==> src/rtl/regfile_wb_arbiter.sv <==
// Two-requester (ALU / load unit) writeback arbiter driving a register-file write port,
// with a per-register pending scoreboard. Define REGFILE_WB_ROUND_ROBIN_EN for round-robin arbitration.
module regfile_wb_arbiter #(
    parameter int unsigned XLEN = 32
) (
    input  logic            clock,
    input  logic            reset_n,

    input  logic            alu_valid,
    input  logic [4:0]      alu_rd,
    input  logic [XLEN-1:0] alu_val,
    output logic            alu_ready,

    input  logic            mem_valid,
    input  logic [4:0]      mem_rd,
    input  logic [XLEN-1:0] mem_val,
    output logic            mem_ready,

    input  logic            issue_valid,
    input  logic [4:0]      issue_rd,

    output logic [4:0]      rd,
    output logic [XLEN-1:0] valR,
    output logic            write_en,

    output logic [31:0]     pending
);

    logic            w_grant_alu;
    logic            w_grant_mem;
    logic            w_xfer;
    logic [4:0]      w_xfer_rd;
    logic [XLEN-1:0] w_xfer_val;
    logic [31:0]     w_pending_nxt;

    logic            r_write_en;
    logic [4:0]      r_rd;
    logic [XLEN-1:0] r_val;
    logic [31:0]     r_pending;

`ifdef REGFILE_WB_ROUND_ROBIN_EN
    // r_last_mem = 0 means the ALU was granted last, so mem wins the next contention.
    logic r_last_mem;

    always_comb begin
        w_grant_alu = 1'b0;
        w_grant_mem = 1'b0;
        if (reset_n) begin
            if (alu_valid && mem_valid) begin
                if (r_last_mem) begin
                    w_grant_alu = 1'b1;
                end else begin
                    w_grant_mem = 1'b1;
                end
            end else begin
                w_grant_alu = alu_valid;
                w_grant_mem = mem_valid;
            end
        end
    end

    always_ff @(posedge clock) begin
        if (!reset_n) begin
            r_last_mem <= 1'b0;
        end else if (w_grant_mem) begin
            r_last_mem <= 1'b1;
        end else if (w_grant_alu) begin
            r_last_mem <= 1'b0;
        end
    end
`else
    always_comb begin
        w_grant_alu = 1'b0;
        w_grant_mem = 1'b0;
        if (reset_n) begin
            w_grant_mem = mem_valid;
            w_grant_alu = alu_valid && !mem_valid;
        end
    end
`endif

    assign alu_ready  = w_grant_alu;
    assign mem_ready  = w_grant_mem;
    assign w_xfer     = w_grant_alu || w_grant_mem;
    assign w_xfer_rd  = w_grant_mem ? mem_rd  : alu_rd;
    assign w_xfer_val = w_grant_mem ? mem_val : alu_val;

    // Write-port registers; rd/valR only move when a real (non-x0) write is launched.
    always_ff @(posedge clock) begin
        if (!reset_n) begin
            r_write_en <= 1'b0;
            r_rd       <= 5'd0;
            r_val      <= '0;
        end else begin
            r_write_en <= w_xfer && (w_xfer_rd != 5'd0);
            if (w_xfer && (w_xfer_rd != 5'd0)) begin
                r_rd  <= w_xfer_rd;
                r_val <= w_xfer_val;
            end
        end
    end

    // Clear on commit first, then set on issue, so a same-edge new claim survives.
    always_comb begin
        w_pending_nxt = r_pending;
        if (r_write_en) begin
            w_pending_nxt[r_rd] = 1'b0;
        end
        if (issue_valid && (issue_rd != 5'd0)) begin
            w_pending_nxt[issue_rd] = 1'b1;
        end
        w_pending_nxt[0] = 1'b0;
    end

    always_ff @(posedge clock) begin
        if (!reset_n) begin
            r_pending <= '0;
        end else begin
            r_pending <= w_pending_nxt;
        end
    end

    assign write_en = r_write_en;
    assign rd       = r_rd;
    assign valR     = r_val;
    assign pending  = r_pending;

endmodule

==> config.mk <==
export PLATFORM = sky130hd
export DESIGN_NAME = regfile_wb_arbiter
export DESIGN_NICKNAME = d
export VERILOG_FILES = /design/src/rtl/regfile_wb_arbiter.sv
export SDC_FILE = /design/constraint.sdc
export NUM_CORES = 1
export LEC_CHECK = 0
export CAP_MARGIN = 20
export CORE_ASPECT_RATIO = 1.4
export CORE_MARGIN = 2
export CORE_UTILIZATION = 40
export DETAILED_ROUTE_END_ITERATION = 10
export PLACE_DENSITY = 0.83
export SYNTH_ARGS = -nofsm -noshare
export SYNTH_HDL_FRONTEND = slang
export SYNTH_SLANG_ARGS = --single-unit
==> constraint.sdc <==
create_clock -name clock -period 1.9 [get_ports clock]
set_input_delay 0.475 -clock clock [delete_from_list [all_inputs] [get_ports clock]]
set_output_delay 0.475 -clock clock [all_outputs]
set_load 0.01 [all_outputs]
==> results.json <==
{
  "numCtsBuffers": 9,
  "synthTopCellsByCount": "78 x nand2_1, 70 x mux2i_1, 69 x dfxtp_1",
  "initial_utilization_pct": 40.6,
  "fp-row-count": 38,
  "wl_per_cell_um": 14.9,
  "cts_sinks": 69,
  "insertion_delay_ns": 0.33,
  "syn2layout_area_growth_pct": 60.7,
  "power_leakage_uw": 0.00203,
  "timing.rr.start": "rd[2]$_SDFFE_PN0P_",
  "holdPathStages": 2,
  "pwr-share-seq_pct": 46.2,
  "grt_pass1_vias": 3100,
  "dr.pass1.iters": 6,
  "slowest_stage": "or4_1",
  "power_density_nw_per_um2": 694,
  "crit_required_ns": 2.11,
  "antenna_found_initial": 0,
  "core-area_um2": 7650,
  "r2r_end": "pending[19]$_SDFF_PN0_",
  "setup_viol": 0,
  "portBuffers": 154,
  "synthArstFlopShare_pct": 0,
  "finalClockSkew_ns": 0.00331,
  "route.vias.total": 3070,
  "yosysTopAreaCellShare_pct": 44.4,
  "p_int_uw": 2590,
  "p_comb_share_pct": 23.0,
  "clkPwrFrac_pct": 30.8,
  "place_hpwl_um": 6920,
  "tritoncts": "built",
  "drtAntennaViolNets": 0,
  "boundaryPins": 156,
  "ir_drop_mv": 0.360,
  "hold_ws_ns": 0.455,
  "clk_pin_slew_ns": 0.06,
  "synth_fp_nets": 422,
  "slew_viol_final": 0,
  "drcViolationCount": 0,
  "final_layout_size_suffix_gt1_share_pct": 7.37,
  "root_buffer": "clkbuf_8",
  "drt_iter0_drc": 124,
  "hold_viol": 0,
  "clock.fmax_mhz": 549,
  "fillers": 646,
  "path_max_fanout": 17,
  "finalWirelength_um": 8970,
  "syn-cell-area_um2": 3110,
  "synth_seq_cells": 69,
  "dp_cells": 587,
  "die_x_um": 78.5,
  "r2r_cells": 4,
  "synth_edf_count": 0,
  "slowest_delay_ns": 0.53,
  "nNetsFinal": 582,
  "synth_cell_types": 24,
  "final-instance-count-excl-fill": 602,
  "ys.flop_type": "dfxtp_1",
  "gr-usage-all-layers_pct": 21.6,
  "outcome": "completed",
  "crit_path_end_kind": "flop",
  "vias_per_cell": 5.10,
  "grt_overflow": 0,
  "synth_warnings": 0,
  "post-cts-setup-buffers": 0,
  "switchingPower_uw": 878,
  "cap_viol_max_count": 0,
  "arrival_ns": 2.04,
  "clk_path_buf_depth": 2,
  "min_path_type": "reg2reg",
  "min_from": "valR[11]$_SDFFE_PN0P_",
  "crit_chain": "clkdlybuf4s50_1 > or4_1 > o21ai_2 > o21ai_4 > buf_12 > mux2i_1",
  "netlist_top_cells_area": "dfxtp_1 44%, mux2i_1 23%, nand2_1 9.4%, a21boi_0 7.5%, o21ai_0 5.3%",
  "avgSynthCellArea_um2": 9.20,
  "post-route-period-util_pct": 96.0,
  "syn_inst": 338,
  "r2r_slack_ns": 0.46,
  "path_class": "in2reg",
  "rsz0062_at_grt": "no",
  "synth-seq-area-share_pct": 44.4,
  "start_kind": "input port",
  "n_antenna_cell": 0,
  "fin_tns_setup_ns": 0,
  "yosysMostFrequentCell": "nand2_1",
  "swShare_pct": 25.3,
  "die_h_um": 108,
  "yosysTopAreaCell": "dfxtp_1",
  "whs_endpoint": "valR[11]$_SDFFE_PN0P_",
  "dieArea_um2": 8500,
  "finalCriticalPeriod_ns": 1.82,
  "grt_max_degree": 43,
  "gp_congestion": 0.837,
  "h-tree-depth": 3,
  "grt_pass1_wl_um": 14400
}
==> area by class of cell <==
cell class	instances	area, um2	share of cell area [%]
Clock buffer	14	173	3.46
Clock inverter	1	5.00	0.100
Multi-Input combinational cell	246	1620	32.5
Tap cell	100	125	2.51
Timing Repair Buffer	171	1680	33.7
Inverter	1	3.75	0.0752
Sequential cell	69	1380	27.7
==> critical path: cells and delay by family <==
kind / cells / cell delay (ns)
buffers and inverters: 2 / 0.63
AO/OA/AOI/OAI: 2 / 0.29
multiplexers: 1 / 0.12
AND/OR/NAND/NOR: 1 / 0.53
==> registers in the layout, indices dropped and copies added (netlist names) <==
| name | flops |
|---|---|
| pending | 31 |
| valR | 32 |
| rd | 5 |
| write_en | 1 |
==> metrics by stage <==
step	power [uW]	utilization (%)	setup slack, ns	cell area (um2)
global placement	2410	63.0	-0.303	4820
detailed placement	2430	63.0	-0.398	4820
global route	3620	65.2	0.0111	4990
CTS	3510	65.2	0.0209	4990
finish	3470	65.2	0.0769	4990
floorplan	1950	-	0.0218	3110
==> logic make-up (layout without fill, tap and decap cells) <==
kind of cell / count (synthesis) / count (layout) / synth area share, %
flip-flops: 69 / 69 / 44.4
AND/OR/NAND/NOR: 107 / 107 / 15.7
multiplexers: 70 / 70 / 22.5
buffers and inverters: 23 / 187 / 3.78
other: 1 / 1 / 0.121
AO/OA/AOI/OAI: 68 / 68 / 13.4
==> power by group through the flow <==
stage	Clock [uW]	Combinational, uW	Sequential (uW)
after detailed placement	0	802	1630
final	1070	798	1600
after global placement	0	784	1630
after floorplan	0	277	1670
after CTS	1100	803	1600
after global routing	1160	850	1610
==> layout by cell type, fill, tap and decap left out, types with 2 or more instances in the layout <==
master	count
a21boi_0	31
and3_1	2
and3b_1	4
buf_12	2
buf_4	15
clkbuf_1	2
clkbuf_8	12
clkdlybuf4s50_1	150
dfxtp_1	69
dlygate4sd2_1	2
mux2i_1	70
nand2_1	78
nand3_1	2
nand3b_1	5
nor2_1	5
nor3b_1	4
o21ai_0	33
o21ai_1	2
or3b_2	2
or4_1	2
==> layer usage <==
layer / global-route usage (%) / vias to the layer above / part of all wire (%)
met3: 3.59 / 19 / 7.1
li1: - / 1492 / -
met5: 0 / - / 0
met4: 10.5 / 0 / 2.9
met2: 41.3 / 143 / 53
met1: 22.5 / 1416 / 37
==> worst max-delay path by stage <==
| stage | from | endpoint | slack [ns] | cells after the start |
|---|---|---|---|---|
| floorplan | mem_valid | mem_ready | 0.02 | 4 |
| global placement | alu_rd[0] | valR[13]$_SDFFE_PN0P_ | -0.30 | 6 |
| detailed placement | mem_valid | valR[7]$_SDFFE_PN0P_ | -0.40 | 6 |
| CTS | alu_valid | alu_ready | 0.02 | 3 |
| global route | alu_rd[0] | valR[9]$_SDFFE_PN0P_ | 0.01 | 6 |
| finish | alu_rd[0] | valR[6]$_SDFFE_PN0P_ | 0.08 | 6 |
==> what timing repair did <==
action,4_1_cts,5_1_grt
hold endpoints to repair,0,0
hold buffers,0,0
endpoints found under the setup margin,4,36
gates resized for setup,3,3
Note: power is estimated with default switching activity, not from simulation.
